**src/rtl/multicycle_controller.sv**
```systemverilog
// Multicycle RISC-V control unit: a Moore FSM sequencing fetch, decode, memory,
// execute and writeback steps, plus the combinational immediate-format and ALU decoders.
//
// Ports:
//   clk, reset              clock; asynchronous active-low reset
//   op, funct3, funct7b5    fields of the latched instruction register
//   zero                    ALU zero flag, used only for the branch decision
//   PCWrite, AdrSrc, MemWrite, IRWrite, RegWrite   datapath enables/selects
//   ResultSrc, ALUSrcA, ALUSrcB, ImmSrc            2-bit mux selects
//   ALUControl              3-bit ALU operation
//   state                   current FSM state (debug)
module multicycle_controller #(
    parameter int unsigned SUPPORT_BNE = 1
) (
    input  logic       clk,
    input  logic       reset,
    input  logic [6:0] op,
    input  logic [2:0] funct3,
    input  logic       funct7b5,
    input  logic       zero,
    output logic       PCWrite,
    output logic       AdrSrc,
    output logic       MemWrite,
    output logic       IRWrite,
    output logic       RegWrite,
    output logic [1:0] ResultSrc,
    output logic [1:0] ALUSrcA,
    output logic [1:0] ALUSrcB,
    output logic [1:0] ImmSrc,
    output logic [2:0] ALUControl,
    output logic [3:0] state
);

    typedef enum logic [3:0] {
        StFetch    = 4'd0,
        StDecode   = 4'd1,
        StMemAdr   = 4'd2,
        StMemRead  = 4'd3,
        StMemWb    = 4'd4,
        StMemWrite = 4'd5,
        StExecuteR = 4'd6,
        StExecuteI = 4'd7,
        StAluWb    = 4'd8,
        StBranch   = 4'd9,
        StJal      = 4'd10
    } state_e;

    state_e     state_q, state_d;
    logic [1:0] alu_op;
    logic       pc_update, branch, taken;
    logic       ir_write, reg_write, mem_write;

    always_ff @(posedge clk or negedge reset) begin
        if (!reset) begin
            state_q <= StFetch;
        end else begin
            state_q <= state_d;
        end
    end

    always_comb begin
        state_d   = StFetch;
        AdrSrc    = 1'b0;
        ir_write  = 1'b0;
        reg_write = 1'b0;
        mem_write = 1'b0;
        pc_update = 1'b0;
        branch    = 1'b0;
        alu_op    = 2'b00;
        ResultSrc = 2'b00;
        ALUSrcA   = 2'b00;
        ALUSrcB   = 2'b00;
        case (state_q)
            StFetch: begin
                state_d   = StDecode;
                ir_write  = 1'b1;
                ALUSrcB   = 2'b10;
                ResultSrc = 2'b10;
                pc_update = 1'b1;
            end
            StDecode: begin
                ALUSrcA = 2'b01;
                ALUSrcB = 2'b01;
                case (op)
                    7'b0000011, 7'b0100011: state_d = StMemAdr;
                    7'b0110011:             state_d = StExecuteR;
                    7'b0010011:             state_d = StExecuteI;
                    7'b1100011:             state_d = StBranch;
                    7'b1101111:             state_d = StJal;
                    default:                state_d = StFetch;  // unsupported op acts as nop
                endcase
            end
            StMemAdr: begin
                state_d = op[5] ? StMemWrite : StMemRead;
                ALUSrcA = 2'b10;
                ALUSrcB = 2'b01;
            end
            StMemRead: begin
                state_d = StMemWb;
                AdrSrc  = 1'b1;
            end
            StMemWb: begin
                ResultSrc = 2'b01;
                reg_write = 1'b1;
            end
            StMemWrite: begin
                AdrSrc    = 1'b1;
                mem_write = 1'b1;
            end
            StExecuteR: begin
                state_d = StAluWb;
                ALUSrcA = 2'b10;
                alu_op  = 2'b10;
            end
            StExecuteI: begin
                state_d = StAluWb;
                ALUSrcA = 2'b10;
                ALUSrcB = 2'b01;
                alu_op  = 2'b10;
            end
            StAluWb: begin
                reg_write = 1'b1;
            end
            StBranch: begin
                ALUSrcA = 2'b10;
                alu_op  = 2'b01;
                branch  = 1'b1;
            end
            StJal: begin
                state_d   = StAluWb;
                ALUSrcA   = 2'b01;
                ALUSrcB   = 2'b10;
                pc_update = 1'b1;
            end
            default: state_d = StFetch;  // codes 11-15 recover to fetch
        endcase
    end

    always_comb begin
        taken = 1'b0;
        case (funct3)
            3'b000:  taken = zero;
            3'b001:  taken = (SUPPORT_BNE != 0) && !zero;
            default: taken = 1'b0;
        endcase
    end

    // Write enables are gated by reset so an aborted instruction cannot commit anything.
    assign PCWrite  = reset & (pc_update | (branch & taken));
    assign IRWrite  = reset & ir_write;
    assign MemWrite = reset & mem_write;
    assign RegWrite = reset & reg_write;
    assign state    = state_q;

    always_comb begin
        case (op)
            7'b0000011, 7'b0010011: ImmSrc = 2'b00;
            7'b0100011:             ImmSrc = 2'b01;
            7'b1100011:             ImmSrc = 2'b10;
            7'b1101111:             ImmSrc = 2'b11;
            default:                ImmSrc = 2'b00;
        endcase
    end

    always_comb begin
        ALUControl = 3'b000;
        case (alu_op)
            2'b01: ALUControl = 3'b001;
            2'b10: begin
                case (funct3)
                    // sub only for R-type with funct7b5; addi ignores bit 30 of its immediate
                    3'b000:  ALUControl = (op[5] && funct7b5) ? 3'b001 : 3'b000;
                    3'b010:  ALUControl = 3'b101;
                    3'b110:  ALUControl = 3'b011;
                    3'b111:  ALUControl = 3'b010;
                    default: ALUControl = 3'b000;
                endcase
            end
            default: ALUControl = 3'b000;
        endcase
    end

endmodule

```
**config.mk**
```make
export PLATFORM = sky130hd
export DESIGN_NAME = multicycle_controller
export DESIGN_NICKNAME = d
export VERILOG_FILES = /design/src/rtl/multicycle_controller.sv
export SDC_FILE = /design/constraint.sdc
export NUM_CORES = 1
export LEC_CHECK = 0
export BUFFER_PORTS_ARGS = -buffer_cell sky130_fd_sc_hd__buf_4
export CAP_MARGIN = 0
export CELL_PAD_IN_SITES_DETAIL_PLACEMENT = 0
export CELL_PAD_IN_SITES_GLOBAL_PLACEMENT = 1
export CORE_MARGIN = 3
export CORE_UTILIZATION = 27
export CTS_CLUSTER_SIZE = 14
export DETAILED_ROUTE_END_ITERATION = 6
export PLACE_DENSITY = 0.74
export SETUP_SLACK_MARGIN = 0.2
export SYNTH_ARGS = -nofsm -noshare
export SYNTH_HDL_FRONTEND = slang
export SYNTH_SLANG_ARGS = --single-unit
```
**constraint.sdc**
```tcl
create_clock -name clk -period 2.3 [get_ports clk]
set_input_delay 0.575 -clock clk [delete_from_list [all_inputs] [get_ports clk]]
set_output_delay 0.575 -clock clk [all_outputs]
set_load 0.05 [all_outputs]
```
==> results of run 1 <==
[critical path: stages, from the launching register on]
cell,delay (ns)
sky130_fd_sc_hd__dfrtp_2,0.40
sky130_fd_sc_hd__nand3b_1,0.20
sky130_fd_sc_hd__inv_2,0.09
sky130_fd_sc_hd__ha_4,0.14
sky130_fd_sc_hd__nand2_4,0.06
sky130_fd_sc_hd__nor4_4,0.28
sky130_fd_sc_hd__buf_6,0.19
[cells by family (layout without fill, tap and decap cells)]
family	Yosys count	after routing	synth area share
and+or+nand+nor	36	36	0.457
AOI/OAI and AO/OA	15	15	0.163
buffers and inverters	9	54	0.0901
xor gates and xnor gates	5	5	0.0751
DFF	4	4	0.172
adders and majority gates	2	2	0.0429
[per-stage QoR]
stage / total power (W) / area (um2) / TNS [ns] / hold WS, ns
after global routing: 0.000898 / 1160 / 0 / 0.149
after CTS: 0.000807 / 1110 / 0 / 0.148
after global placement: 0.000693 / 1000 / 0 / 0.395
after detailed placement: 0.000696 / 1000 / 0 / 0.396
final: 0.000850 / 1160 / 0 / 0.153
after floorplan: 0.000534 / 712 / -0.271 / 0.279
[what timing repair did]
item / 4_1_cts / 5_1_grt
setup endpoints to repair: 5 / 10
buffers inserted: 5 / 2
gates resized for setup: 15 / 8
pin swaps: 7 / 3
[routing by layer]
layer	global-route usage	wire (um)	vias up
met1	0.176	777	319
met4	0.0383	13	0
met3	0.0370	92	2
met2	0.229	885	18
met5	0	0	-
li1	-	-	351
[layout make-up]
cell class                      count  area share
Multi-Input combinational cell     58       0.503
Timing Repair Buffer               46       0.341
Sequential cell                     4      0.0909
Tap cell                           27      0.0292
Clock buffer                        3      0.0195
Inverter                            5      0.0162
[power by group through the flow]
stage	Clock (W)	Combinational [W]	Sequential (W)
after floorplan	0	0.000385	0.000149
after global placement	0	0.000573	0.000120
after detailed placement	0	0.000575	0.000120
after CTS	0.0000895	0.000599	0.000118
after global routing	0.0000945	0.000692	0.000112
final	0.0000858	0.000655	0.000109
[cell usage in the layout (no fill, tap or decap), drive strengths merged]
master	synthesis	routed
xor2	1	1
ha	2	2
nor3b	5	5
o21a	2	2
nand2	4	4
o21ai	4	4
a21oi	4	4
or2	1	1
clkbuf	0	3
nor2	3	3
nor3	3	3
a22oi	2	2
nand4bb	1	1
a211oi	1	1
o2111ai	1	1
nor4	2	2
and4b	1	1
dfrtp	4	4
inv	5	5
nand2b	2	2
xnor2	4	4
and2	2	2
nand3b	2	2
nand3	1	1
and3b	2	2
nor4b	2	2
o32ai	1	1
nor2b	3	3
buf	4	46
and4	1	1
nand4	1	1
[path summary, 6_finish.rpt]
check,start,endpoint,cells after the start
setup / recovery,state[3],ALUControl[2],6
hold reg to reg,state[0],state[1],2
max in group asynchronous,reset,state[2],1
setup reg to reg,state[3],state[1],3
hold / removal,reset,state[1],1
min in group clk,op[5],state[1],2
==> metrics.md, run 1 <==
| Metric | Value |
|---|---|
| Sum of routed wire length over all layers | `1770 um` |
| Max-cap violations | `0` |
| Syn Std Cell Area | `583 um2` |
| Cell chosen for the clock root | `sky130_fd_sc_hd__clkbuf_4` |
| Number of pins exceeding their max-slew limit in the final report | `0` |
| Die Ht | `52.5 um` |
| Area delta synth->final | `98.3%` |
| Global-route wire length before repair | `2880 um` |
| Clock power frac | `0.101` |
| Multi-input gate area in the final layout | `582 um2` |
| Number of nets in the layout | `134` |
| Die Footprint | `2750 um2` |
| Kind of start point of the critical path | `flop` |
| Register cell area after layout | `105 um2` |
| Worst slew pin tran | `0.265 ns` |
| Maximum number of pins on one net before global-route repair | `12` |
| Worst slack, placed | `0.219 ns` |
| Routed vias/inst | `4.83` |
| Number of cells produced by synthesis | `71` |
| Total iterations of the first detailed-routing run | `4` |
| Placeable core area | `2000 um2` |
| Final std cells w/o fill | `143` |
| Outcome | `finished, final reports clean` |
| Combined global-route utilization of all metal layers | `0.139` |
| Number of flip-flops under the largest register name | `4` |
| Data required time at the worst endpoint | `1.73 ns` |
| Maximum vdd drop | `0.000496 V` |
| Switching pwr | `0.000447 W` |
| Finished Core Util | `0.578` |
| Sum of net half-perimeters after detailed placement | `1370 um` |
| Top flip-flop cell by instance count after synthesis | `sky130_fd_sc_hd__dfrtp_1` |
| Number of hold buffers added after CTS | `0` |
| Warnings from Yosys | `0` |
| Cell internal pwr | `0.000402 W` |
| Number of enable flip-flop cells after synthesis | `0` |
| Per-instance average area after synthesis | `8.21 um2` |
| Fin worst setup slack | `0.121 ns` |
| Clock Skew | `0.00161 ns` |
| Max-Slew Margin vs Limit | `0.822` |
| Post-Place Cells | `133` |
| Combinational group share of total power | `0.771` |
| Top post-synthesis cells by area | `sky130_fd_sc_hd__dfrtp_1 (17%), sky130_fd_sc_hd__nor3b_1 (6.4%), sky130_fd_sc_hd__xnor2_1 (6.0%)` |
| Cell accounting for the most synthesized area | `sky130_fd_sc_hd__dfrtp_1` |
| Initial detailed-routing violation count | `7` |
| Port-buffer cells | `33` |
| Async set-or-reset flop fraction in the synthesized netlist | `1.00` |
| Antenna violations before repair | `0` |
| Number of global-route vias before repair | `664` |
| Register area share after synthesis | `0.172` |
| Final period demand of the worst path | `2.18 ns` |
| Overflow left after global routing | `0` |
| Antenna cells | `0` |
| Rows | `16` |
| Switching Share | `0.527` |
| Routed via count | `690` |
| Die Wd | `52.5 um` |
| Data arrival, critical path | `1.60 ns` |
| # fillers | `184` |
| Total power density per cell area | `735 nW/um2` |
| CTS HTree Levels | `1` |
| Clock slew seen by the registers of the worst setup and hold paths | `0.04 ns` |
| Top-level port count | `34` |
| Initial Utilization | `0.291` |
| Worst hold-check path type | `in -> async` |
| Top post-synthesis cells by count | `sky130_fd_sc_hd__inv_1 (5), sky130_fd_sc_hd__nor3b_1 (5)` |
| Cts bufs inserted | `3` |
| Maximum clock rate | `0.459 GHz` |
| Bufs on Longest Clock Path | `2` |
| Final setup vio count | `0` |
| Fraction of layout cells with a size suffix above 1 | `0.672` |
| Flop and latch count out of synthesis | `4` |
| Hold violation total from the final report | `0` |
| Share of total power in sequential cells | `0.128` |
| Setup repair after global routing missed its margin | `yes` |
| CTS tree | `done` |
| Category of the worst setup path capture point | `output port` |
| Clock Latency Late Sink | `0.23 ns` |
| R2r setup slk | `1.10 ns` |
| Leakage Power | `0.506 nW` |
| Count of distinct cell types in the synthesized netlist | `34` |
| Placer congestion estimate | `0.683` |
| Final period util | `0.948` |
| Post-route DRC violation count | `0` |
| Post-synth top area share | `0.172` |
| Drt wl/cell | `12.4 um` |
| Post-route antenna net violation count | `0` |
| Critical setup path kind | `reg -> out` |
| Number of nets produced by synthesis | `87` |
| Critical path peak fanout | `4` |
| Num Clock Sinks | `4` |
Power figures use the tool's default switching activity.
==> run 2: changes to the inputs <==
- PLACE_DENSITY: 0.74 -> 0.77
==> run 2 against run 1 <==
Die area is the same. Count of clock-buffer cells in the layout is the same. Via count grew 1.3%. Critical path depth is the same. Non-clock buffer count shrank 2. Clock skew grew 0.0029 ns.
==> metrics.md, run 2 (synthesized netlist as in run 1, its figures left out) <==
| Metric | Value |
|---|---|
| Post-route standard cell area excluding fillers | `1150 um2` |
| Number of nets in the layout | `132` |
| Outcome | `finished, final reports clean` |
| Sum of routed wire length over all layers | `1830 um` |
| Placer congestion estimate | `0.702` |
| Total power density per cell area | `730 nW/um2` |
| Maximum vdd drop | `0.000417 V` |
| Final setup vio count | `0` |
| Final period demand of the worst path | `2.18 ns` |
| Total iterations of the first detailed-routing run | `3` |
| CTS tree | `done` |
| Category of the worst setup path capture point | `output port` |
| Bufs on Longest Clock Path | `2` |
| Data required time at the worst endpoint | `1.73 ns` |
| Top-level port count | `34` |
| Critical setup path kind | `reg -> out` |
| Worst slew pin tran | `0.290 ns` |
| Clock Latency Late Sink | `0.23 ns` |
| Antenna cells | `0` |
| Combined global-route utilization of all metal layers | `0.143` |
| Clock slew seen by the registers of the worst setup and hold paths | `0.04 ns` |
| Fin worst setup slack | `0.119 ns` |
| Die Footprint | `2750 um2` |
| Clock Skew | `0.00447 ns` |
| Number of pins exceeding their max-slew limit in the final report | `0` |
| Initial detailed-routing violation count | `3` |
| Commonest non-fill, non-tap cell in the layout | `sky130_fd_sc_hd__buf_4` |
| Number of global-route vias before repair | `705` |
| Number of hold buffers added after CTS | `0` |
| Routed vias/inst | `4.96` |
| Maximum clock rate | `0.458 GHz` |
| Worst slack, placed | `0.156 ns` |
| Worst stage delay on the critical path | `0.41 ns` |
| Finished Core Util | `0.573` |
| Placed cell area | `986 um2` |
| CTS HTree Levels | `1` |
| Critical-path cell with the highest stage delay | `sky130_fd_sc_hd__dfrtp_2` |
| Placeable core area | `2000 um2` |
| Setup repair after global routing missed its margin | `yes` |
| Overflow left after global routing | `0` |
| Die Ht | `52.5 um` |
| Data arrival, critical path | `1.61 ns` |
| Area delta synth->final | `96.8%` |
| Global-route wire length before repair | `2990 um` |
| Commonest non-fill, non-tap cells in the layout | `sky130_fd_sc_hd__buf_4 (32), sky130_fd_sc_hd__buf_6 (11), sky130_fd_sc_hd__xnor2_1 (4), sky130_fd_sc_hd__dfrtp_2 (4)` |
| Hold violation total from the final report | `0` |
| Max-cap violations | `0` |
| Worst hold-check path type | `in -> async` |
| CP Cell Sequence | `nand3b_1 -> inv_2 -> ha_4 -> nand2_4 -> nor4_4 -> buf_6` |
| Post-route DRC violation count | `0` |
| Port-buffer cells | `33` |
| Rows | `16` |
| Die Wd | `52.5 um` |
| Drt wl/cell | `13.0 um` |
| Final period util | `0.948` |
| Cell chosen for the clock root | `sky130_fd_sc_hd__clkbuf_4` |
| Cts bufs inserted | `3` |
| Kind of start point of the critical path | `flop` |
| Max-Slew Margin vs Limit | `0.807` |
| Leakage Power | `0.497 nW` |
| Num Clock Sinks | `4` |
| Routed via count | `699` |
| # fillers | `193` |
| Fraction of layout cells with a size suffix above 1 | `0.667` |
| Post-route antenna net violation count | `0` |
| Sum of net half-perimeters after detailed placement | `1310 um` |
| Antenna violations before repair | `0` |
| Initial Utilization | `0.291` |
| Maximum number of pins on one net before global-route repair | `13` |
| Critical path peak fanout | `4` |
| Number of flip-flops under the largest register name | `4` |
[run 2: final timing paths]
check | startpoint | endpoint | slack, ns | depth (start not counted)
min in group clk | op[5] | state[1] | 0.60 | 2
setup reg to reg | state[3] | state[1] | 1.10 | 3
hold / removal | reset | state[0] | 0.15 | 1
max in group asynchronous | reset | state[1] | 2.02 | 1
hold reg to reg | state[0] | state[0] | 0.68 | 2
setup / recovery | state[3] | ALUControl[2] | 0.12 | 6
[run 2: power breakdown]
group	leakage, nW	switching [W]	internal (W)	total [W]
clock network	0.0138	0.0000287	0.0000584	0.0000871
registers	0.0475	0.0000161	0.0000842	0.000100
logic	0.435	0.000405	0.000244	0.000650
[run 2: final cells by class]
class,instances,area (um2),area share
sequential,4,105,0.0916
clock buffer,3,22.5,0.0196
multi-input combinational,58,588,0.513
inverter,5,18.8,0.0164
tap,27,33.8,0.0294
timing repair buffer,44,379,0.330
[run 2: repair_timing]
action,in CTS,in global routing
pin swaps,8,2
gates resized for setup,19,5
endpoints found under the hold margin,0,0
buffers inserted,7,0
setup endpoints to repair,8,8
gates cloned,0,0
[run 2: critical path, delay by kind of cell, from the launching register on]
family / cells / cell delay [ns]
AND/OR/NAND/NOR: 3 / 0.54
adder cells (fa/ha/maj): 1 / 0.14
flip-flops: 1 / 0.41
buffers and inverters: 2 / 0.28
[run 2: per-layer routing]
layer,vias up,global-route usage,part of all wire,routed length (um)
li1,345,-,-,-
met5,-,0,0,0
met4,0,0.0383,0,0
met3,0,0.0285,0.063,115
met1,335,0.151,0.39,715
met2,19,0.279,0.55,997
[run 2: per-stage QoR]
| step | std cells | hold slack, ns | power [W] | TNS (ns) |
|---|---|---|---|---|
| 2_1_floorplan | 71 | 0.279 | 0.000534 | -0.271 |
| 3_3_place_gp | 131 | 0.391 | 0.000687 | 0 |
| 3_5_place_dp | 131 | 0.390 | 0.000692 | 0 |
| 4_1_cts | 141 | 0.142 | 0.000837 | 0 |
| 5_1_grt | 141 | 0.144 | 0.000882 | 0 |
| 6_report | 141 | 0.146 | 0.000837 | 0 |
==> run 3: changes to the inputs <==
- ABC_CLOCK_PERIOD_IN_PS: not set -> 2300
- REMOVE_ABC_BUFFERS: not set -> 1
- SLEW_MARGIN: not set -> 20
==> run 3 against run 2 <==
Final area is 10% higher. Die area stayed put. Sequential share of layout area fell by 1.2 points. Critical path type unchanged. Sequential power shrank 4%. Total power is 7.9% higher. Routed wire length rose by 11%. Largest cell class unchanged. Combinational power is 11% higher. Critical endpoint unchanged. Count of clock-buffer cells in the layout did not move. Via count is 7.0% higher.
==> metrics.md, run 3 (synthesized netlist as in run 1, its figures left out) <==
| Metric | Value |
|---|---|
| CTS HTree Levels | `1` |
| Post-route antenna net violation count | `0` |
| Finished Core Util | `0.633` |
| Data required time at the worst endpoint | `1.73 ns` |
| Data arrival, critical path | `1.64 ns` |
| Number of nets in the layout | `142` |
| Register cell area after layout | `101 um2` |
| # fillers | `171` |
| Cell internal pwr | `0.000444 W` |
| Setup repair after global routing missed its margin | `yes` |
| Port-buffer cells | `33` |
| Initial Utilization | `0.291` |
| Placeable core area | `2000 um2` |
| Sum of net half-perimeters after detailed placement | `1300 um` |
| Final std cells w/o fill | `151` |
| Bufs on Longest Clock Path | `2` |
| Outcome | `finished, final reports clean` |
| Routed vias/inst | `4.95` |
| Number of pins exceeding their max-slew limit in the final report | `0` |
| Cts bufs inserted | `3` |
| Worst hold-check path type | `in -> async` |
| Num Clock Sinks | `4` |
| Final period demand of the worst path | `2.22 ns` |
| Initial detailed-routing violation count | `12` |
| Commonest non-fill, non-tap cell in the layout | `sky130_fd_sc_hd__buf_4` |
| Placer congestion estimate | `0.712` |
| Drt wl/cell | `13.5 um` |
| Antenna cells | `0` |
| Rows | `16` |
| Switching pwr | `0.000458 W` |
| Combined global-route utilization of all metal layers | `0.151` |
| Die Footprint | `2750 um2` |
| Critical path peak fanout | `4` |
| Routed via count | `748` |
| Cell chosen for the clock root | `sky130_fd_sc_hd__clkbuf_4` |
| Critical setup path kind | `reg -> out` |
| CTS tree | `done` |
| Clock Latency Late Sink | `0.23 ns` |
| Number of global-route vias before repair | `731` |
| Kind of start point of the critical path | `flop` |
| Top-level port count | `34` |
| Hold violation total from the final report | `0` |
| Area delta synth->final | `117%` |
| Combinational group share of total power | `0.798` |
| Post-route DRC violation count | `0` |
| Max-cap violations | `0` |
| Die Wd | `52.5 um` |
| Maximum number of pins on one net before global-route repair | `14` |
| Global-route wire length before repair | `3050 um` |
| Final period util | `0.965` |
| Post-Place Cells | `132` |
| Number of flip-flops under the largest register name | `4` |
| Total iterations of the first detailed-routing run | `4` |
| Post-layout total power | `0.000903 W` |
| Final setup vio count | `0` |
| Antenna violations before repair | `0` |
| Max-Slew Margin vs Limit | `0.829` |
| Sum of routed wire length over all layers | `2040 um` |
| Die Ht | `52.5 um` |
| Fraction of layout cells with a size suffix above 1 | `0.661` |
| Total power density per cell area | `713 nW/um2` |
| Commonest non-fill, non-tap cells in the layout | `sky130_fd_sc_hd__buf_4 (37), sky130_fd_sc_hd__buf_6 (13), sky130_fd_sc_hd__inv_1 (4), sky130_fd_sc_hd__nand2_1 (4)` |
| Maximum vdd drop | `0.000472 V` |
| Multi-input gate area in the final layout | `588 um2` |
| Clock power frac | `0.095` |
| Switching Share | `0.508` |
| Share of total power in sequential cells | `0.107` |
| Number of hold buffers added after CTS | `0` |
| Maximum clock rate | `0.451 GHz` |
| Leakage Power | `0.554 nW` |
| Clock slew seen by the registers of the worst setup and hold paths | `0.04 ns` |
| Worst hold slack | `0.148 ns` |
| Worst slew pin tran | `0.255 ns` |
| Category of the worst setup path capture point | `output port` |
| Clock Skew | `0.00224 ns` |
| Overflow left after global routing | `0` |
-- run 3: routing by layer --
| layer | share of wire | routed length [um] | global-route usage |
|---|---|---|---|
| met4 | 0.017 | 34 | 0.0766 |
| met1 | 0.39 | 790 | 0.166 |
| met3 | 0.047 | 96 | 0.0313 |
| met5 | 0 | 0 | 0 |
| met2 | 0.55 | 1120 | 0.269 |
-- run 3: final timing paths --
check	startpoint	to	slack, ns	cells past startpoint
setup / recovery	state[1]	ALUControl[2]	0.08	4
hold / removal	reset	state[3]	0.15	1
setup reg to reg	state[1]	state[3]	0.97	7
hold reg to reg	state[0]	state[1]	0.79	3
max in group asynchronous	reset	state[3]	2.02	1
min in group clk	op[5]	state[1]	0.60	2
-- run 3: through the flow --
stage	setup TNS, ns	setup WS, ns	area [um2]
2_1_floorplan	-7.51	-1.21	549
3_5_place_dp	0	0.147	868
3_3_place_gp	0	0.190	868
4_1_cts	0	0.0880	1060
5_1_grt	0	0.00508	1270
6_report	0	0.0816	1270
-- run 3: power groups by stage --
| stage | Sequential (W) | Clock (W) | Combinational, W |
|---|---|---|---|
| floorplan | 0.000161 | 0 | 0.000298 |
| global placement | 0.0000948 | 0 | 0.000536 |
| detailed placement | 0.0000952 | 0 | 0.000538 |
| CTS | 0.0000952 | 0.0000898 | 0.000630 |
| global route | 0.0000977 | 0.0000961 | 0.000758 |
| finish | 0.0000964 | 0.0000860 | 0.000720 |
-- run 3: worst max-delay path: stages, from the launching register on --
cell and delay [ns]:
sky130_fd_sc_hd__dfrtp_1 0.40, sky130_fd_sc_hd__nand4bb_4 0.28, sky130_fd_sc_hd__ha_4 0.29, sky130_fd_sc_hd__nor4_4 0.25, sky130_fd_sc_hd__buf_6 0.20
-- run 3: area by class of cell --
| cell class | instances | share of cell area |
|---|---|---|
| multi-input cells | 58 | 0.464 |
| repair buffers | 54 | 0.396 |
| well taps | 27 | 0.0267 |
| flip-flops and latches | 4 | 0.0800 |
| clock buffers | 3 | 0.0178 |
| inverters | 5 | 0.0148 |
-- run 3: repair_timing --
action	4_1_cts	5_1_grt
gates cloned	1	0
setup endpoints to repair	8	13
resized for setup	18	29
buffers inserted	8	7
pin swaps	4	12
